--- src/rtl/reset_sequencer.sv ---
// Releases per-stage pipeline resets in ascending order once the PLL reports lock,
// with lock-timeout retries and a sticky fault.
module reset_sequencer #(
   parameter int unsigned NUM_STAGES   = 4,
   parameter int unsigned STAGE_GAP    = 64,
   parameter int unsigned LOCK_TIMEOUT = 1024,
   parameter int unsigned MAX_RETRIES  = 3,
   parameter int unsigned CNT_W        = 16
) (
   input  logic                  i_clk,
   input  logic                  i_rst,
   input  logic                  i_rstn_db,
   input  logic                  i_pll_locked,
   output logic [NUM_STAGES-1:0] o_stage_rst,
   output logic                  o_seq_done,
   output logic                  o_seq_fault,
   output logic [3:0]            o_retry_cnt,
   output logic [2:0]            o_state_dbg
);

   localparam logic [2:0] StIdle     = 3'd0;
   localparam logic [2:0] StWaitLock = 3'd1;
   localparam logic [2:0] StRelease  = 3'd2;
   localparam logic [2:0] StDone     = 3'd3;
   localparam logic [2:0] StFault    = 3'd4;

   localparam logic [CNT_W-1:0] GapLast     = CNT_W'(STAGE_GAP - 1);
   localparam logic [CNT_W-1:0] TimeoutLast = CNT_W'(LOCK_TIMEOUT - 1);
   localparam logic [3:0]       RetryMax    = 4'(MAX_RETRIES);

   logic                  r_sync1;
   logic                  r_sync2;
   logic [2:0]            r_state;
   logic [NUM_STAGES-1:0] r_stage_rst;
   logic                  r_seq_done;
   logic                  r_seq_fault;
   logic [3:0]            r_retry_cnt;
   logic [CNT_W-1:0]      r_timer;
   logic [CNT_W-1:0]      r_gap;

   logic                  w_locked;
   logic [2:0]            w_state_d;
   logic [NUM_STAGES-1:0] w_stage_d;
   logic [NUM_STAGES-1:0] w_stage_next;
   logic                  w_done_d;
   logic                  w_fault_d;
   logic [3:0]            w_retry_d;
   logic [CNT_W-1:0]      w_timer_d;
   logic [CNT_W-1:0]      w_gap_d;

   assign w_locked = r_sync2;
   // Shifting in a zero keeps the stage vector a thermometer code by construction.
   assign w_stage_next = r_stage_rst << 1;

   always_comb begin
      w_state_d = r_state;
      w_stage_d = r_stage_rst;
      w_done_d  = r_seq_done;
      w_fault_d = r_seq_fault;
      w_retry_d = r_retry_cnt;
      w_timer_d = r_timer;
      w_gap_d   = r_gap;
      if (!i_rstn_db) begin
         w_state_d = StIdle;
         w_stage_d = '1;
         w_done_d  = 1'b0;
         w_fault_d = 1'b0;
         w_retry_d = 4'd0;
         w_timer_d = '0;
         w_gap_d   = '0;
      end else begin
         case (r_state)
            StIdle: begin
               w_stage_d = '1;
               w_done_d  = 1'b0;
               w_state_d = StWaitLock;
               w_timer_d = '0;
            end
            StWaitLock: begin
               w_stage_d = '1;
               w_done_d  = 1'b0;
               if (w_locked) begin
                  w_state_d = StRelease;
                  w_gap_d   = '0;
               end else if (r_timer == TimeoutLast) begin
                  if (r_retry_cnt < RetryMax) begin
                     w_retry_d = r_retry_cnt + 4'd1;
                     w_timer_d = '0;
                  end else begin
                     w_state_d = StFault;
                     w_fault_d = 1'b1;
                  end
               end else begin
                  w_timer_d = r_timer + CNT_W'(1);
               end
            end
            StRelease, StDone: begin
               if (!w_locked) begin
                  w_state_d = StWaitLock;
                  w_stage_d = '1;
                  w_done_d  = 1'b0;
                  w_timer_d = '0;
               end else if (r_state == StRelease) begin
                  if (r_gap == GapLast) begin
                     w_stage_d = w_stage_next;
                     w_gap_d   = '0;
                     if (w_stage_next == '0) begin
                        w_state_d = StDone;
                        w_done_d  = 1'b1;
                     end
                  end else begin
                     w_gap_d = r_gap + CNT_W'(1);
                  end
               end
            end
            StFault: begin
               w_stage_d = '1;
               w_done_d  = 1'b0;
               w_fault_d = 1'b1;
            end
            default: begin
               w_state_d = StIdle;
               w_stage_d = '1;
               w_done_d  = 1'b0;
            end
         endcase
      end
   end

   always_ff @(posedge i_clk) begin
      if (i_rst) begin
         r_sync1     <= 1'b0;
         r_sync2     <= 1'b0;
         r_state     <= StIdle;
         r_stage_rst <= '1;
         r_seq_done  <= 1'b0;
         r_seq_fault <= 1'b0;
         r_retry_cnt <= 4'd0;
         r_timer     <= '0;
         r_gap       <= '0;
      end else begin
         r_sync1     <= i_pll_locked;
         r_sync2     <= r_sync1;
         r_state     <= w_state_d;
         r_stage_rst <= w_stage_d;
         r_seq_done  <= w_done_d;
         r_seq_fault <= w_fault_d;
         r_retry_cnt <= w_retry_d;
         r_timer     <= w_timer_d;
         r_gap       <= w_gap_d;
      end
   end

   assign o_stage_rst = r_stage_rst;
   assign o_seq_done  = r_seq_done;
   assign o_seq_fault = r_seq_fault;
   assign o_retry_cnt = r_retry_cnt;
   assign o_state_dbg = r_state;

endmodule
--- config.mk ---
export PLATFORM = sky130hd
export DESIGN_NAME = reset_sequencer
export DESIGN_NICKNAME = d
export VERILOG_FILES = /design/src/rtl/reset_sequencer.sv
export SDC_FILE = /design/constraint.sdc
export NUM_CORES = 1
export LEC_CHECK = 0
export ABC_AREA = 0
export BUFFER_PORTS_ARGS = -buffer_cell sky130_fd_sc_hd__buf_2
export CORE_ASPECT_RATIO = 0.6
export CORE_UTILIZATION = 60
export CTS_BUF_LIST = sky130_fd_sc_hd__clkbuf_8
export DETAILED_ROUTE_END_ITERATION = 8
export GPL_ROUTABILITY_DRIVEN = 0
export GPL_TIMING_DRIVEN = 0
export PLACE_DENSITY = 0.79
export SYNTH_ARGS = -nofsm -noshare
export SYNTH_HDL_FRONTEND = slang
export SYNTH_SLANG_ARGS = --single-unit
--- constraint.sdc ---
create_clock -name i_clk -period 2.4 [get_ports i_clk]
set_input_delay 0.72 -clock i_clk [delete_from_list [all_inputs] [get_ports i_clk]]
set_output_delay 0.72 -clock i_clk [all_outputs]
set_load 0.005 [all_outputs]
# Yosys cells after proc, flatten, opt, wreduce, memory -nomap -nowiden
# Index checks and enable logic that the tools add are counted.
# W data, S select, Z words.
[word_totals] elab_cells=73 register_bits=47 ram_bits=0 memories=0 mem_bits_ro=0 latch_bits=0
[op_classes] reduce_logical=15 shift=0 n_div=0 n_mul=0 eq_ne=19 n_addsub=3 muxes=22 bitwise_logic=4 order_cmp=1
[ops] operator="$mux W16" n=8
[ops] operator="$pmux W16 S3" n=1
[ops] operator="$add A16 B1 Y16 const B" n=2
[ops] operator="$pmux W16 S2" n=1
[ops] operator="$mux W3" n=7
[ops] operator="$ne A3 B3 Y1 const B" n=6
[ops] operator="$eq A16 B10 Y1 const B" n=1
[ops] operator="$eq A16 B6 Y1 const B" n=1
[ops] operator="$reduce_and A4 Y1" n=4
[ops] operator="$ne A2 B2 Y1 const B" n=7
[ops] operator="$pmux W3 S4" n=1
[ops] operator="$eq A3 B2 Y1 const B" n=2
[ops] operator="$reduce_and A6 Y1" n=1
[ops] operator="$add A4 B1 Y4 const B" n=1
[ops] operator="$logic_not A4 Y1" n=1
[ops] operator="$lt A4 B2 Y1 const B" n=1
[ops] operator="$not A1 Y1" n=4
[ops] operator="$reduce_bool A2 Y1" n=2
[ops] operator="$reduce_or A2 Y1" n=2
[ops] operator="$reduce_or A4 Y1" n=1
[ops] operator="$eq A3 B1 Y1 const B" n=1
[ops] operator="$eq A3 B3 Y1 const B" n=1
[ops] operator="$logic_not A3 Y1" n=1
[ops] operator="$mux W1" n=3
[ops] operator="other kinds (4)" n=4

# Longest topological paths before layout
# Gate-level depths: netlist of run 1.
[depth] word_depth=6 mapped_depth=8

# Worst setup path after synthesis of run 1
# No wires, ideal clock.
[synth_timing] kind="reg2reg" startpoint="reg r_state[1] (netlist: o_state_dbg[1])" endpoint="reg r_state[0] (netlist: o_state_dbg[0])" setup_slack_ns=0.364 path_buffers=1 arrival_ns=1.919 stages_incl_launch_ff=7 cell_sequence="dfxtp_1 -> or3b_1 -> buf_2 -> or4b_4 -> o21ai_4 -> nand3b_1 -> a32o_1"
[synth_between] elab_chain_len=4 word_cells_on_any_way=14 classes_between="9 x eq/ne; 1 x mux; 1 x bitwise; 3 x reduce/logical"
[synth_lines] item="from (decl)" line="33" rtl="logic [2:0] r_state;"
[synth_lines] item="from (signal assigned)" line="134" rtl="r_state <= StIdle;"
[synth_lines] item="from (signal assigned)" line="144" rtl="r_state <= w_state_d;"
[synth_lines] item="$eq A3 B2 Y1, on equally long branches" line="72, 103"
[synth_lines] item="$reduce_or A2 Y1" line="72" rtl="case (r_state)"
[synth_lines] item="$ne A3 B3 Y1 (no source line)"
[synth_lines] item="$reduce_and A6 Y1 (no source line)"
# Parallel ways exist; a longest one is shown, timed or not.
# A chain may end at the register's enable or synchronous reset.

# Worst setup path in the final report of run 1
[layout_timing] startpoint="reg r_gap[10]" endpoint="reg r_stage_rst[1] (netlist: o_stage_rst[1])"
[layout_between] elab_chain_len=2
[layout_lines] item="from (decl)" line="39" rtl="logic [CNT_W-1:0] r_gap;"
[layout_lines] item="from (signal assigned)" line="150" rtl="r_gap <= w_gap_d;"
[layout_lines] item="$eq A16 B6 Y1" line="104" rtl="if (r_gap == GapLast) begin"
[layout_lines] item="$reduce_and A2 Y1 (no source line)"
[layout_lines] item="to (signal assigned)" line="145" rtl="r_stage_rst <= w_stage_d;"
[layout_lines] item="to (decl)" line="34" rtl="logic [NUM_STAGES-1:0] r_stage_rst;"
# Every way passes these cells.

==> run metrics, run 1 <==
Cell Rows=17; Int Pwr=1.06 mW; DR pass1 iterations=4; Critical Path RT=2.59 ns; Min Clock Period, post-route=2.31 ns; period utilization=96.4%; worst slew pin tran=0.792 ns; Synth area leaders=dfxtp_1 (40%), nand2_1 (5.6%), a21oi_1 (4.7%), nor2_1 (3.5%), nand3_1 (3.4%); latest clock arrival within the worst-skew pair=0.30 ns; Die Area=4200 um^2; CTS root buffer=clkbuf_8; net switching fraction of the power=22.8%; cell with the most instances after synthesis=dfxtp_1; area of the mapped netlist=2360 um^2; clk buf depth=2; crit path DAT=2.50 ns; total track usage=30.8%; hold_buf cts=0; Clock power frac=38.5%; first-pass GRT wire length=9930 um; layout cells sized above 1=11.9%; FFs w/ async S/R, synth=0%; effective utilization at floorplan=63.5%; diode count=0; Yosys top cell by area=dfxtp_1; Hold Path Cell Cnt=1; Reg2Reg Setup Slack=0.09 ns; #FFs+latches synth=47; Post-Syn Instances=284; CP Max Fanout=6; status=completed; max-slew violation count=0; Comb pwr share=4.2%; post-layout net count=317; Via-to-Cell Ratio=6.64; Critical R2R Launch=r_gap[10]$_SDFFE_PP0P_; port bufs=16; drt drc=0; Yosys cell types=52; final cell count without fillers=358; largest net degree at the start of global routing=14; Power Dens Cells=517 nW/um^2; die width=83.0 um; post-synthesis sequential area ratio=39.8%; Starting DRT DRC Count=230; Clock Pin Slew Worst Setup and Hold Paths=0.09 ns; Area Growth Syn to Fin=12.3%; CTS H-tree lvls=2; antenna-violating nets left=0; grt ovf=0; fmax=0.432 GHz; worst setup path startpoint=r_gap[10]$_SDFFE_PP0P_; vias in the first global route=2040; Post-synth EDFFs=0; Max VDD drop=0.481 mV; crit path kind=register to register; top-area cell type share of the netlist area=39.8%; Max-Cap Viols=0; Psw=0.312 mW; CTS tree=yes; die height=50.6 um; Setup crit end kind=register; Placed Cells=347; num ports=17; CTS Buf Count=5; Hold Path Class=register to register; commonest cells in the netlist=dfxtp_1 (47), nand2_1 (35), a21oi_1 (22), nor2_1 (22), nand3_1 (16); wire length per cell=17.2 um; initial antenna violation count=0; overall power=1.37 mW; Primary FF master, synth=dfxtp_1; Setup Skew=0.00371 ns; Setup Viol. Count Final=0; Vias=2377; Worst R2R End=o_stage_rst[1]$_SDFFE_PP1P_; Post-DP HPWL=4340 um; final hold viol count=0; end point of the critical path=o_stage_rst[1]$_SDFFE_PP1P_; Synth Area per Inst=8.32 um^2; sequential power share=57.3%; Synthesized Nets=291; Relative slew margins=47.1%; Worst setup SP type=register; Routed WL=6160 um; Leak=0.909 nW; clock net sink count=47; Ys Warns=0; total core area=3720 um^2; Worst Reg-to-Reg Cells=5
==> layer usage <==
metal	wire, um	track usage, %	vias to the layer above
met5	0	0	-
met4	72	10.6	0
met3	546	9.05	9
met2	2520	41.9	107
met1	3020	45.6	1158
li1	-	-	1103
==> how the worst min path moves through the flow <==
stage,slack [ns],startpoint,to
after floorplan,0.41,r_sync1$_SDFF_PP0_,r_sync2$_SDFF_PP0_
after global placement,0.42,r_sync1$_SDFF_PP0_,r_sync2$_SDFF_PP0_
after detailed placement,0.44,r_sync1$_SDFF_PP0_,r_sync2$_SDFF_PP0_
after CTS,0.45,r_sync1$_SDFF_PP0_,r_sync2$_SDFF_PP0_
after global routing,0.48,r_sync1$_SDFF_PP0_,r_sync2$_SDFF_PP0_
final,0.45,r_sync1$_SDFF_PP0_,r_sync2$_SDFF_PP0_
==> critical path: stages (launching register included) <==
cell and delay, ns:
dfxtp_1 0.36, nor4_1 0.53, nand4_1 0.32, nor3_1 0.66, mux2i_1 0.26, nand2_1 0.07
==> power by group through the flow <==
stage	Sequential, mW	Clock, mW	Combinational, mW
finish	0.785	0.528	0.0579
global route	0.786	0.559	0.0627
detailed placement	0.804	0	0.0529
CTS	0.785	0.535	0.0531
global placement	0.804	0	0.0524
floorplan	0.803	0	0.0350
==> logic make-up after synthesis <==
family,Yosys count,synth area share [%]
AOI/OAI and AO/OA,64,17.9
adders and majority gates,3,1.59
muxes,4,1.69
xor gates and xnor gates,7,2.60
buffers and inverters,16,2.91
and+or+nand+nor,143,33.5
DFF,47,39.8
==> sequential cells by signal (all words and copies together) (netlist names) <==
signal and flops:
r_sync2 1, r_timer 16, o_stage_rst 4, o_retry_cnt 4, o_state_dbg 3, o_seq_done 1, r_gap 16, o_seq_fault 1
r_sync1 1
==> per-stage QoR <==
stage	area [um^2]	hold slack (ns)	setup slack [ns]	TNS (ns)	util (%)
5_1_grt	2650	0.483	-0.0468	-0.129	71.3
3_3_place_gp	2500	0.420	0.0328	0	67.2
4_1_cts	2600	0.455	0.0116	0	69.9
2_1_floorplan	2360	0.414	0.364	0	-
3_5_place_dp	2500	0.435	-0.0802	-0.112	67.2
6_report	2650	0.448	0.0859	0	71.3
==> layout make-up <==
class	count	area (um^2)
Buffer	11	51.3
Fill cell	303	1070
Clock buffer	7	96.3
Multi-Input combinational cell	221	1370
Tap cell	47	58.8
Inverter	5	18.8
Timing Repair Buffer	19	115
Clock inverter	1	3.75
Sequential cell	47	941
==> layout by cell type, fill, tap and decap left out, types with 3 or more instances in the layout <==
cell	instances
and3_1	4
nor2_1	22
or3_1	3
a21oi_1	22
a311oi_1	6
nor3_1	11
nand4_1	5
inv_1	6
nand3_1	16
nand2b_1	4
mux2i_1	4
xor2_1	7
nor3b_1	7
a31oi_1	6
ha_1	3
buf_2	17
clkbuf_1	8
o21ai_0	10
or4_1	4
clkbuf_8	7
and2_1	4
nand3b_1	5
nor2b_1	5
dfxtp_1	47
nand2_1	35
nor4_1	5
==> timing repair <==
item,in CTS,in global routing
pin swaps,0,1
setup buffers,0,3
gates resized for setup,1,3
endpoints found under the setup margin,4,18
(Power assumes the default switching activity.)
==> run 2: changes to the inputs <==
- CORE_ASPECT_RATIO: 0.6 -> 1.75
- clock period: 2.4 -> 2.55 ns (I/O delays scaled with it)
==> run 2 against run 1 <==
  * Sequential share of layout area up 0.84 points
  * Flip-flop and latch count unchanged
  * Global-route usage down 2.5 points
  * Fmax down 0.96%
  * Combinational power down 9.5%
  * Sequential power down 5.9%
  * Non-clock buffer count down 3
  * Largest cell class unchanged
==> run metrics, run 2 (synthesis gave the netlist of run 1 again) <==
DR pass1 iterations=6 (+2); first-pass GRT wire length=9290 um (-6.4%); total track usage=28.3% (-2.5 points); Worst setup SP type=register; layout cells sized above 1=10.7% (-1.2 points); initial antenna violation count=0 (unchanged); Setup Skew=0.00628 ns (+0.00257 ns); Critical Path RT=2.74 ns (+0.15 ns); RSZ-0062 raised after global routing=false; most common cell after layout, fill and taps aside=dfxtp_1; CTS Buf Count=5 (unchanged); Hold Path Cell Cnt=1 (unchanged); Largest regs=r_gap x16, r_timer x16; Post-DP HPWL=4130 um (-4.8%); Vias=2241 (-5.7%); vias in the first global route=2090 (+2.5%); post-layout net count=314 (-0.95%); overall power=1.23 mW (-10%); Critical R2R Launch=r_timer[10]$_SDFFE_PP0P_; hold_buf cts=0 (unchanged); Finished Cell Area=2590 um^2 (-2.3%); Die Area=4200 um^2 (about the same); worst slew pin tran=0.788 ns (-0.00402 ns); final hold viol count=0 (unchanged); Hold Path Sink=r_sync2$_SDFF_PP0_; Max VDD drop=0.570 mV (+18%); CTS root buffer=clkbuf_8; Clock Pin Slew Worst Setup and Hold Paths=0.09 ns (about the same); clock net sink count=47 (unchanged); latest clock arrival within the worst-skew pair=0.30 ns (about the same); Worst Reg-to-Reg Cells=5 (unchanged); most frequent cells in the layout=dfxtp_1 (47), nand2_1 (35), nor2_1 (22), a21oi_1 (22), buf_2 (17); crit path kind=register to register; clk buf depth=2 (unchanged); port bufs=16 (unchanged); largest net degree at the start of global routing=15 (+1); Setup crit end kind=register; drt drc=0 (unchanged); Relative slew margins=47.3% (+0.27 points); fmax=0.428 GHz (-0.96%); Hold Path Class=register to register; Leak=0.879 nW (-3.3%); Starting DRT DRC Count=75 (-67%); num ports=17 (unchanged); setup TNS=0 ns (unchanged); effective utilization at floorplan=63.8% (+0.36 points); max-slew violation count=0 (unchanged); Area Growth Syn to Fin=9.75%; Max-Cap Viols=0 (unchanged); total core area=3700 um^2 (-0.57%); Reg2Reg Setup Slack=0.21 ns (+0.13 ns); Min Clock Period, post-route=2.34 ns (+0.0224 ns); grt ovf=0 (unchanged); status=completed; Power Dens Cells=475 nW/um^2 (-8.1%); final cell count without fillers=354 (-1.1%); CTS tree=yes; crit path DAT=2.53 ns (+0.03 ns); # Post-CTS Setup Buffers=0 (unchanged); Worst R2R End=r_timer[14]$_SDFFE_PP0P_; wire length per cell=16.3 um (-5.4%); period utilization=91.6% (-4.8 points); Via-to-Cell Ratio=6.33 (-4.7%); antenna-violating nets left=0 (unchanged); die width=49.4 um (-40%); Routed WL=5760 um (-6.4%); hold_sp=r_sync1$_SDFF_PP0_; die height=85.0 um (+68%); CP Max Fanout=10 (+4); Cell Rows=29 (+12); CTS H-tree lvls=2 (unchanged); DP Area=2500 um^2 (about the same); Setup Viol. Count Final=0 (unchanged); post-CTS sizing=0 (-1); diode count=0 (unchanged); Placed Cells=346 (-0.29%)
[run 2: cell count changes in the layout (fill, tap and decap cells not counted), sizes merged]
cell,previous run,this run
buf,21,18
clkbuf,16,14
clkinv,0,1
clkinvlp,0,1
[run 2: worst max-delay path by stage]
stage / from / to / cells after the start
2_1_floorplan: o_state_dbg[1]$_SDFFE_PP0P_ / o_state_dbg[0]$_SDFFE_PP0P_ / 6
3_3_place_gp: r_gap[0]$_SDFFE_PP0P_ / r_gap[13]$_SDFFE_PP0P_ / 7
3_5_place_dp: r_gap[0]$_SDFFE_PP0P_ / r_gap[13]$_SDFFE_PP0P_ / 7
4_1_cts: r_gap[0]$_SDFFE_PP0P_ / r_gap[13]$_SDFFE_PP0P_ / 7
5_1_grt: o_state_dbg[1]$_SDFFE_PP0P_ / r_gap[12]$_SDFFE_PP0P_ / 6
6_report: r_timer[10]$_SDFFE_PP0P_ / r_timer[14]$_SDFFE_PP0P_ / 5
[run 2: layout make-up]
class,instances,area (um^2)
multi-input combinational,221,1360
fill,322,1110
sequential,47,941
timing repair buffer,16,80.1
clock buffer,5,68.8
tap,46,57.6
buffer,11,51.3
inverter,5,18.8
clock inverter,3,16.3
[run 2: power breakdown]
part | internal [mW] | total (mW) | switching [mW]
Sequential | 0.736 | 0.739 | 0.00260
Combinational | 0.0148 | 0.0524 | 0.0376
Clock | 0.188 | 0.440 | 0.252
[run 2: critical path, cell delays in order, from the launching register on]
cell	delay, ns
dfxtp_1	0.35
or4_1	0.60
nor4_4	0.59
nor2_1	0.23
and4_1	0.24
a211o_1	0.21
[run 2: stage by stage]
stage	setup WS, ns	hold WS [ns]	util (%)
finish	0.214	0.447	70.0
global route	0.104	0.471	70.0
CTS	0.112	0.453	69.8
detailed placement	0.155	0.433	67.5
global placement	0.155	0.418	67.5
floorplan	0.514	0.414	-
[run 2: routing by layer]
metal  vias up  global-route usage (%)  wire length, um
met2        53                    53.8             3040
met3        23                    4.66              183
met1      1056                    28.1             2310
met4         0                    15.8              235
met5         -                       0                0
li1       1109                       -                -
==> run 3: changes to the inputs <==
- CORE_UTILIZATION: 60 -> 56
- PLACE_DENSITY: 0.79 -> 0.78
- clock period: 2.55 -> 2 ns (I/O delays scaled with it)
==> run 3 against run 2 <==
  * Hold slack got worse by 0.0015 ns
  * Fmax rose by 6.9%
  * Critical path depth up 2
  * Power increased by 31%
  * Global-route usage rose by 2.3 points
  * Largest power group unchanged
  * First-iteration DRC count grew 97%
  * Sequential power grew 27%
  * Utilization up 4.9 points
  * Final cell count up 5.1%
  * Die area increased by 6.9%
  * Cell area grew 14%
  * The flow now finishes with violations (setup timing)
==> run metrics, run 3 (synthesis gave the netlist of run 1 again) <==
num ports=17 (unchanged); cell family with most CP delay=simple AND/OR/NAND/NOR gates; Worst Path Buf+Inv=2 (+2); setup ws final=-0.186 ns (-0.400 ns); Via-to-Cell Ratio=6.47 (+2.3%); Psw=0.377 mW (+29%); Max VDD drop=0.570 mV (about the same); CTS root buffer=clkbuf_8; DR pass1 iterations=5 (-1); worst slew pin tran=0.653 ns (-0.135 ns); Setup crit end kind=register; die width=51.1 um (+3.4%); initial antenna violation count=0 (unchanged); antenna-violating nets left=0 (unchanged); total track usage=30.6% (+2.3 points); crit-path max cell delay=0.55 ns (-0.05 ns); status=finished with violations; grt ovf=0 (unchanged); post-layout net count=331 (+5.4%); Area Growth Syn to Fin=25.1%; Power Dens Cells=546 nW/um^2 (+15%); Critical R2R Launch=r_timer[10]$_SDFFE_PP0P_; Routed WL=6800 um (+18%); wire length per cell=18.3 um (+12%); fillers=292 (-9.3%); Leak=1.02 nW (+16%); crit path DAT=2.41 ns (-0.12 ns); Clock power frac=36.4% (+0.7 points); fmax=0.457 GHz (+6.9%); vias in the first global route=2240 (+7.2%); CTS H-tree lvls=2 (unchanged); period utilization=109% (+18 points); failing checks=setup timing; net switching fraction of the power=23.4% (-0.35 points); Reg2Reg Setup Slack=-0.19 ns (-0.40 ns); diode count=0 (unchanged); largest net degree at the start of global routing=14 (-1); sequential power share=58.2% (-1.8 points); RSZ-0062 raised after global routing=true; cell chain of the critical path=or4_4, or4b_4, o21ai_4, buf_6, buf_8, o21ai_1, a21oi_1; Clock Pin Slew Worst Setup and Hold Paths=0.08 ns (about the same); hold_buf cts=0 (unchanged); Setup Viol. Count Final=19 (+19); die height=87.9 um (+3.4%); Setup Skew=0.00616 ns (-0.000129 ns); CP Max Fanout=5 (-5); Largest regs=r_gap x16, r_timer x16; stages on the worst setup path=7 (+2); Hold Path Class=register to register; Critical Path RT=2.23 ns (-0.51 ns); Die Area=4490 um^2 (+6.9%); clock net sink count=47 (unchanged); Worst Reg-to-Reg Cells=7 (+2); most common cell after layout, fill and taps aside=dfxtp_1; crit path kind=register to register; Max-Cap Viols=0 (unchanged); layout cells sized above 1=27.8% (+17 points); drt drc=0 (unchanged); worst setup path startpoint=r_timer[10]$_SDFFE_PP0P_; most frequent cells in the layout=dfxtp_1 (38), nand2_1 (33), nor2_1 (21); max-slew violation count=0 (unchanged); Cell Rows=30 (+3.4%); Comb pwr share=5.4% (+1.1 points); Vias=2408 (+7.5%); final hold viol count=0 (unchanged); Relative slew margins=56.5% (+9.1 points); first-pass GRT wire length=10000 um (+7.9%); Min Clock Period, post-route=2.19 ns (-0.150 ns); port bufs=16 (unchanged); CTS Buf Count=5 (unchanged); effective utilization at floorplan=59.9% (-3.9 points); Worst R2R End=r_timer[10]$_SDFFE_PP0P_; clk buf depth=2 (unchanged); CTS tree=yes; Post-DP HPWL=4380 um (+6.1%); Int Pwr=1.24 mW (+32%); end point of the critical path=r_timer[10]$_SDFFE_PP0P_; Final Util=75.0% (+4.9 points); total core area=3940 um^2 (+6.5%); setup TNS=-2.06 ns (-2.06 ns); Starting DRT DRC Count=148 (+97%); Crit-path slowest cell=or4_4; Worst setup SP type=register; latest clock arrival within the worst-skew pair=0.31 ns (about the same)
[run 3: cell types whose count changed in the layout (fill, tap and decap cells not counted), sizes merged]
cell / delta
clkinvlp: -1
inv: -1
buf: +18
[run 3: worst min path at each step]
stage | slack, ns | cells after the start | to | from
3_3_place_gp | 0.43 | 1 | r_sync2$_SDFF_PP0_ | r_sync1$_SDFF_PP0_
2_1_floorplan | 0.41 | 1 | r_sync2$_SDFF_PP0_ | r_sync1$_SDFF_PP0_
6_report | 0.45 | 1 | r_sync2$_SDFF_PP0_ | r_sync1$_SDFF_PP0_
4_1_cts | 0.45 | 1 | r_sync2$_SDFF_PP0_ | r_sync1$_SDFF_PP0_
5_1_grt | 0.46 | 1 | r_sync2$_SDFF_PP0_ | r_sync1$_SDFF_PP0_
3_5_place_dp | 0.43 | 1 | r_sync2$_SDFF_PP0_ | r_sync1$_SDFF_PP0_
[run 3: area by class of cell]
class / count / area (um^2) / area share [%]
Clock inverter: 1 / 5.00 / 0.169
Tap cell: 48 / 60.1 / 2.03
Clock buffer: 6 / 82.6 / 2.80
Inverter: 5 / 18.8 / 0.635
Buffer: 10 / 61.3 / 2.08
Multi-Input combinational cell: 221 / 1520 / 51.5
Sequential cell: 47 / 957 / 32.4
Timing Repair Buffer: 34 / 246 / 8.34
[run 3: power groups by stage]
stage               registers [mW]  logic, mW  clock network, mW
finish                       0.939     0.0869              0.588
CTS                          0.939     0.0808              0.589
global route                 0.940     0.0921              0.634
detailed placement           0.964     0.0648                  0
floorplan                    0.963     0.0420                  0
global placement             0.964     0.0640                  0
[run 3: metrics by stage]
step           setup WS (ns)  total power, mW  std cells  hold slack (ns)  area, um^2
6_report              -0.186             1.61        372            0.446        2950
5_1_grt               -0.210             1.67        372            0.456        2950
4_1_cts               -0.130             1.61        368            0.449        2810
3_5_place_dp          -0.433             1.03        348            0.430        2510
3_3_place_gp          -0.404             1.03        348            0.425        2510
2_1_floorplan        0.00316             1.01        284            0.414        2370
[run 3: repair_timing]
action | CTS | global route
pin swaps | 13 | 10
setup buffers | 12 | 5
endpoints found under the setup margin | 38 | 36
gates resized for setup | 35 | 31
gates cloned | 1 | 0
[run 3: metal layers]
layer / share of wire, % / GRT usage, % / vias up
li1: - / - / 1131
met1: 36 / 27.3 / 1173
met2: 56 / 56.6 / 79
met3: 4.0 / 6.08 / 25
met4: 3.6 / 25.8 / 0
met5: 0 / 0 / -
